$ cat config.mk
export PLATFORM = sky130hd
export DESIGN_NAME = alu_exec_unit
export DESIGN_NICKNAME = d
export VERILOG_FILES = /design/src/rtl/alu_exec_unit.sv
export SDC_FILE = /design/constraint.sdc
export NUM_CORES = 1
export LEC_CHECK = 0
export CAP_MARGIN = 20
export CORE_MARGIN = 1.5
export CORE_UTILIZATION = 48
export DETAILED_ROUTE_END_ITERATION = 10
export HOLD_SLACK_MARGIN = 0.15
export PLACE_DENSITY = 0.75
export SKIP_CTS_REPAIR_TIMING = 1
export SLEW_MARGIN = 30
export SYNTH_ARGS = -nofsm -noshare
export SYNTH_HDL_FRONTEND = slang
export SYNTH_SLANG_ARGS = --single-unit
$ cat constraint.sdc
create_clock -name clk -period 3.25 [get_ports clk]
set_clock_uncertainty 0.05 [all_clocks]
set_input_delay 0.975 -clock clk [delete_from_list [all_inputs] [get_ports clk]]
set_output_delay 0.975 -clock clk [all_outputs]
set_load 0.05 [all_outputs]
$ cat src/rtl/alu_exec_unit.sv
// alu_exec_unit: execute-stage ALU with valid/ready handshakes.
// Single-cycle add/sub/compare/logic ops; shifts are done bit-serially,
// one bit per cycle, in a work register. Each result is held in an output
// register until downstream takes it.
//
// state | meaning
// IDLE  | ready for a new op (if the output slot is free); single-cycle ops finish here
// SHIFT | serial shift running; cnt holds the steps left, terminal count is cnt==1
module alu_exec_unit #(
    parameter int XLEN = 32
) (
    input  logic            clk,
    input  logic            rst,
    input  logic            in_valid,
    output logic            in_ready,
    input  logic [4:0]      alu_ctrl,
    input  logic [XLEN-1:0] op_a,
    input  logic [XLEN-1:0] op_b,
    input  logic            flush,
    output logic            out_valid,
    input  logic            out_ready,
    output logic [XLEN-1:0] result,
    output logic            zero,
    output logic            busy
);

    typedef enum logic {IDLE, SHIFT} state_t;

    state_t          state, state_next;
    logic [4:0]      cnt;
    logic [XLEN-1:0] work;
    logic            sign_bit;
    logic            shift_left;
    logic            shift_arith;

    logic [2:0]      func3;
    logic            alt;
    logic [4:0]      shamt;
    logic            is_shift;
    logic            accept;
    logic            load_shift;
    logic            write_now;
    logic [XLEN-1:0] alu_value;
    logic [XLEN-1:0] work_shifted;
    logic [XLEN-1:0] write_value;

    // aluop2 (bit 4) carries no meaning for this unit
    logic ctrl_unused;
    assign ctrl_unused = alu_ctrl[4];

    assign func3    = alu_ctrl[2:0];
    assign alt      = alu_ctrl[3];
    assign shamt    = op_b[4:0];
    assign is_shift = (func3 == 3'b001) || (func3 == 3'b101);
    assign in_ready = (state == IDLE) && (!out_valid || out_ready) && !flush;
    assign accept   = in_valid && in_ready;
    assign busy     = (state == SHIFT);

    // Single-cycle operation result; shifts pass op_a through for shamt==0
    always_comb begin
        alu_value = '0;
        case (func3)
            3'b000:  alu_value = alt ? (op_a - op_b) : (op_a + op_b);
            3'b010:  alu_value = {{(XLEN-1){1'b0}}, ($signed(op_a) < $signed(op_b))};
            3'b011:  alu_value = {{(XLEN-1){1'b0}}, (op_a < op_b)};
            3'b100:  alu_value = op_a ^ op_b;
            3'b110:  alu_value = op_a | op_b;
            3'b111:  alu_value = op_a & op_b;
            default: alu_value = op_a;
        endcase
    end

    // One-bit shift step of the work register
    always_comb begin
        if (shift_left)
            work_shifted = {work[XLEN-2:0], 1'b0};
        else
            work_shifted = {shift_arith & sign_bit, work[XLEN-1:1]};
    end

    // Next-state and control decode; flush overrides any accept or final step
    always_comb begin
        state_next  = state;
        load_shift  = 1'b0;
        write_now   = 1'b0;
        write_value = alu_value;
        case (state)
            IDLE: begin
                if (accept) begin
                    if (is_shift && (shamt != 5'd0)) begin
                        load_shift = 1'b1;
                        state_next = SHIFT;
                    end else begin
                        write_now = 1'b1;
                    end
                end
            end
            SHIFT: begin
                if (cnt == 5'd1) begin
                    write_now   = 1'b1;
                    write_value = work_shifted;
                    state_next  = IDLE;
                end
            end
            default: state_next = IDLE;
        endcase
        if (flush) begin
            state_next = IDLE;
            load_shift = 1'b0;
            write_now  = 1'b0;
        end
    end

    // State register
    always_ff @(posedge clk or posedge rst) begin
        if (rst)
            state <= IDLE;
        else
            state <= state_next;
    end

    // Serial shifter: load on accept, then step and count down
    always_ff @(posedge clk or posedge rst) begin
        if (rst) begin
            cnt         <= 5'd0;
            work        <= '0;
            sign_bit    <= 1'b0;
            shift_left  <= 1'b0;
            shift_arith <= 1'b0;
        end else if (flush) begin
            cnt <= 5'd0;
        end else if (load_shift) begin
            cnt         <= shamt;
            work        <= op_a;
            sign_bit    <= op_a[XLEN-1];
            shift_left  <= (func3 == 3'b001);
            shift_arith <= alt;
        end else if (state == SHIFT) begin
            cnt  <= cnt - 5'd1;
            work <= work_shifted;
        end
    end

    // Output slot: written on completion, drained by out_ready, killed by flush
    always_ff @(posedge clk or posedge rst) begin
        if (rst) begin
            out_valid <= 1'b0;
            result    <= '0;
            zero      <= 1'b1;
        end else if (flush) begin
            out_valid <= 1'b0;
        end else if (write_now) begin
            out_valid <= 1'b1;
            result    <= write_value;
            zero      <= (write_value == '0);
        end else if (out_ready) begin
            out_valid <= 1'b0;
        end
    end

endmodule
Yosys cells after proc, flatten, opt, wreduce, memory -nomap -nowiden

Index checks and enable logic that the tools add are counted.

Register bits: 75
Bits in latches: 0
Memory bits (writable): 0
ROM bits: 0
Input port bits: 74
Output and inout port bits: 36
Word-level logic and storage cells: 70
Memories kept: 0

Add/sub/neg operators: 3
Multipliers: 0
Div/mod/pow operators: 0
$lt $le $gt $ge: 2
Equality and inequality tests: 8
Shifts and indexed selects: 0
Multiplexer cells: 25
Bitwise logic cells: 6
Reduce and logical (&&, ||, !) cells: 17

Operators with widths:

| cell                | number |
|---|---|
| $mux 32             | 6 |
| $pmux 32 s6         | 1 |
| $lt 32x32->1        | 2 |
| $add 32x32->32      | 1 |
| $and 32x32->32      | 1 |
| $logic_not 32->1    | 1 |
| $or 32x32->32       | 1 |
| $sub 32x32->32      | 1 |
| $xor 32x32->32      | 1 |
| $mux 5              | 3 |
| $mux 1              | 13 |
| $eq 3x3->1 const B  | 4 |
| $eq 3x2->1 const B  | 2 |
| $reduce_and 2->1    | 3 |
| $reduce_bool 3->1   | 2 |
| $eq 5x1->1 const B  | 1 |
| $reduce_bool 5->1   | 1 |
| $sub 5x1->5 const B | 1 |
| $logic_and 1x1->1   | 4 |
| $pmux 1 s2          | 2 |
| $eq 3x1->1 const B  | 1 |
| $logic_not 3->1     | 1 |
| $logic_not 1->1     | 2 |
| $logic_or 1x1->1    | 2 |
| 3 further kinds     | 4 |

Logic depth before layout (Yosys ltp)

Gate-level depths: netlist (run 1).

Depth after elaboration: 10
Gate-level depth with buffers: 14
Depth with buffers taken out: 14

Worst setup path before layout (run 1)

Ideal clock, no wire load.

Path kind: input-to-reg
From: input port flush
To: register zero
Data arrival time: 4.095 ns
Setup slack: -0.956 ns
Stages on the path: 11
Buffers on the path: 1
Path through: clkbuf_1 -> nor3_1 -> a31oi_1 -> nor2_1 -> o211ai_1 -> nor4_2 -> nand4_1 -> a2111oi_2 -> nand4b_1 -> nor4_1 -> a41o_1

Cells in the longest elaborated chain, start to end: 7

Ends and longest elaborated chain:

| item                              | RTL line | text |
|---|---|---|
| start, declared                   | 19       | `input logic flush,` |
| $logic_not 1->1                   | 55       | `assign in_ready = (state == IDLE) && (!out_valid \|\| out_ready) && !flush;` |
| $logic_and 1x1->1                 | 55       |  |
| via in_ready                      | 15       | `output logic in_ready,` |
| $logic_and 1x1->1                 | 56       | `assign accept = in_valid && in_ready;` |
| $mux 1                            | 89       | `if (accept) begin` |
| $pmux 1 s2                        | 87       | `case (state)` |
| $mux 1                            | 107      | `if (flush) begin` |
| $reduce_and 2->1 (no source line) | n/a      |  |
| end signal, assigned              | 155      | `zero <= (write_value == '0);` |
| end, declared                     | 23       | `output logic zero,` |

The timed path passes the listed nets, and every way through them passes these cells.
A chain may end at the register's enable or synchronous reset.

Final worst setup path (run 1)

From: input port op_a[1]
To: register zero

Cells in the longest elaborated chain, start to end: 6

Ends and longest elaborated chain:

| item                                                    | RTL line | text |
|---|---|---|
| start, declared                                         | 17       | `input logic [XLEN-1:0] op_a,` |
| $add 32x32->32 / $sub 32x32->32 (equally long branches) | 63       | `3'b000: alu_value = alt ? (op_a - op_b) : (op_a + op_b);` |
| $mux 32                                                 | 63       |  |
| $pmux 32 s6 *                                           | 62       | `case (func3)` |
| $mux 32                                                 | 99       | `if (cnt == 5'd1) begin` |
| $mux 32 *                                               | 87       |  |
| $logic_not 32->1 *                                      | 155      |  |

Mark *: on every way between the ends. The rest lies on a longest branch, timed or not.

==> impl_metrics.tcl, run 1 <==
set metrics [dict create \
    mostFrequentLayoutCell "buf_4" \
    reg2reg_slack_ns -0.19 \
    seqCellArea_um2 1880 \
    n_fill_cell 1392 \
    reg2reg_depth 12 \
    period_share 1.23 \
    worstPathArrival_ns 4.21 \
    stdcell_area_um2 15600 \
    avgSynthCellArea_um2 7.09 \
    hold_violations 0 \
    yosys_register_bits 75 \
    clkLatencyLatePin_ns 0.35 \
    critical_path_class "in2reg" \
    slew_headroom 0.564 \
    vias 12400 \
    utilization 0.802 \
    p_sw_frac 0.438 \
    io_pins 110 \
    power_density_nw_per_um2 352 \
    hold_class "reg2reg" \
    whs_path_depth 2 \
    tns_ns -4.17 \
    cts_tree "yes" \
    dp.cells 2020 \
    endpoint_kind "register" \
    grt_first_pass_wirelength_um 60700 \
    ctsRootBufferMaster "clkbuf_16" \
    leakagePower_nw 7.32 \
    rsz0062_at_grt "true" \
    cts_buffer_depth 2 \
    drtPass1Iterations 5 \
    grt_max_degree 76 \
    synth_edf_count 0 \
    final_nets 1968 \
    final_cells 2064 \
    drc 0 \
    yosysSeqAreaShare 0.198 \
    combPwrFrac 0.584 \
    wl_per_cell_um 20.6 \
    htreeDepth 3 \
    drive_gt1_frac 0.399 \
    rows 51 \
    area_growth_pct 63.9 \
    status "complete, but fails checks" \
    cp.required_ns 3.48 \
    synthFlopType "dfrtp_1" \
    clk_pin_slew_ns 0.06 \
    die_y_um 144 \
    async_reset_ff_frac 1.00 \
    synthCells 1339 \
    dpl_worst_slack_ns -1.53 \
    place_congestion 1.05 \
    wl_um 42500 \
    seq_power_share 0.237 \
    layout_setup_ws_ns -0.734 \
    numCtsBuffers 9 \
    multi_input_comb_area_um2 8110 \
    final_cell_mix "399 x buf_4, 169 x nand2_1, 118 x nor2_1" \
    overflow 0 \
    power_switching_w 0.00240 \
    fin_crit_ns 3.98 \
    setup_viol 18 \
    ys_warn_count 0 \
    die_area_um2 20600 \
    place_area_um2 13900 \
    max_cap_violations 0 \
    cp_max_fo 3 \
    clkPwrFrac 0.179 \
    antenna_found_initial 3 \
    cp-start-kind "input port" \
    cts_sinks 75 \
    drt_iter0_drc 1159 \
    report.final.slew_viol_count 0 \
    synth_fp_nets 1513 \
    core_um2 19400 \
    syn_area_um2 9490 \
    violations "negative setup slack" \
    via_per_inst 5.98 \
    power.internal_w 0.00308 \
    drtAntennaViolNets 0 \
    max_freq_mhz 251 \
    yosysUniqueCellTypes 81 \
    grt_pass1_vias 11200 \
    n_antenna_cell 0 \
    io_buffers 108 \
    hpwl_um 33100 \
    initial_utilization 0.489 \
    max_slew.worst_pin.slew_ns 0.652 \
    die_w_um 144 \
    grt_usage 0.386 \
    ir_worst_vdd_mv 0.351 \
]
[critical path, cell delays in order]
cell	delay, ns
buf_8	0.08
clkinvlp_4	0.10
buf_4	0.15
fa_2	0.41
o21bai_4	0.17
o2111ai_4	0.18
buf_6	0.17
nand2_1	0.11
mux2i_1	0.26
a31oi_2	0.17
a211oi_2	0.18
nand4_1	0.19
a2111oi_4	0.35
nand4b_1	0.15
nor4_2	0.35
a41o_1	0.22
[synthesized netlist by cell type (9+ instances only)]
| cell | count | area [um^2] |
|---|---|---|
| nand4_1 | 9 | 56.3 |
| ha_1 | 98 | 1230 |
| mux2_2 | 9 | 101 |
| clkbuf_1 | 64 | 240 |
| a31oi_1 | 12 | 75.1 |
| a21oi_1 | 138 | 691 |
| a221oi_1 | 18 | 158 |
| mux2i_1 | 37 | 370 |
| o21a_1 | 9 | 67.6 |
| o31ai_1 | 15 | 113 |
| nand3_1 | 20 | 100 |
| nor2b_1 | 15 | 93.8 |
| a211oi_1 | 20 | 150 |
| o21bai_1 | 10 | 75.1 |
| buf_2 | 18 | 90.1 |
| inv_1 | 96 | 360 |
| or3_1 | 9 | 56.3 |
| dfrtp_1 | 74 | 1850 |
| nor3_1 | 28 | 140 |
| nor2_1 | 128 | 480 |
| buf_1 | 9 | 33.8 |
| o21ai_0 | 134 | 671 |
| xnor2_1 | 17 | 149 |
| a21o_1 | 17 | 128 |
| nand2_1 | 173 | 649 |
[sequential cells by signal, summed over array words and instances (netlist names)]
name / flops
result: 32
zero: 1
shift_arith: 1
sign_bit: 1
shift_left: 1
cnt: 5
out_valid: 1
work: 32
busy: 1
[cell type report]
| class | instances | share of cell area |
|---|---|---|
| tap | 265 | 0.0213 |
| sequential | 75 | 0.121 |
| multi-input combinational | 1072 | 0.521 |
| clock buffer | 9 | 0.0145 |
| timing repair buffer | 538 | 0.294 |
| inverter | 98 | 0.0245 |
| clock inverter | 7 | 0.00370 |
[kinds of logic (layout without fill, tap and decap cells)]
logic type	count (synthesis)	after routing	synth area share
buffers and inverters	192	652	0.0803
DFF	75	75	0.198
and+or+nand+nor	435	435	0.207
xor gates and xnor gates	23	23	0.0212
muxes	47	47	0.0509
AOI/OAI and AO/OA	467	467	0.309
adders and majority gates	100	100	0.133
[power groups by stage]
stage                     logic (W)  registers (W)  clock network, W
after floorplan             0.00123        0.00160                 0
after global placement      0.00276        0.00129                 0
after detailed placement    0.00281        0.00131                 0
after CTS                   0.00282        0.00129          0.000978
after global routing        0.00340        0.00132           0.00102
final                       0.00320        0.00130          0.000980
[metrics by stage]
step	total power [W]	hold WS [ns]
2_1_floorplan	0.00283	0.399
3_3_place_gp	0.00406	0.409
3_5_place_dp	0.00412	0.419
4_1_cts	0.00509	0.432
5_1_grt	0.00574	0.456
6_report	0.00548	0.428
[routing by layer]
| layer | part of all wire | global-route usage | vias up |
|---|---|---|---|
| met5 | 0.00078 | 0 | - |
| li1 | - | - | 5689 |
| met4 | 0.041 | 0.140 | 6 |
| met2 | 0.45 | 0.614 | 678 |
| met3 | 0.10 | 0.0663 | 152 |
| met1 | 0.41 | 0.523 | 5826 |
[path summary, 6_finish.rpt]
check                           start         end
min in group asynchronous         rst   out_valid
max                           op_a[1]        zero
min reg2reg                result[12]  result[12]
max in group asynchronous         rst        zero
max reg2reg                    cnt[2]        zero
min                        result[12]  result[12]
Note: power is estimated with default switching activity, not from simulation.
==> inputs of run 2 (changes only) <==
--- a/config.mk
+++ b/config.mk
@@ -8,6 +8,7 @@
 export CAP_MARGIN = 20
 export CORE_MARGIN = 1.5
 export CORE_UTILIZATION = 48
+export CTS_CLUSTER_DIAMETER = 60
 export DETAILED_ROUTE_END_ITERATION = 10
 export HOLD_SLACK_MARGIN = 0.15
 export PLACE_DENSITY = 0.75
==> results of run 2 <==
Final layout, timing and power as in run 1 (identical DEF).
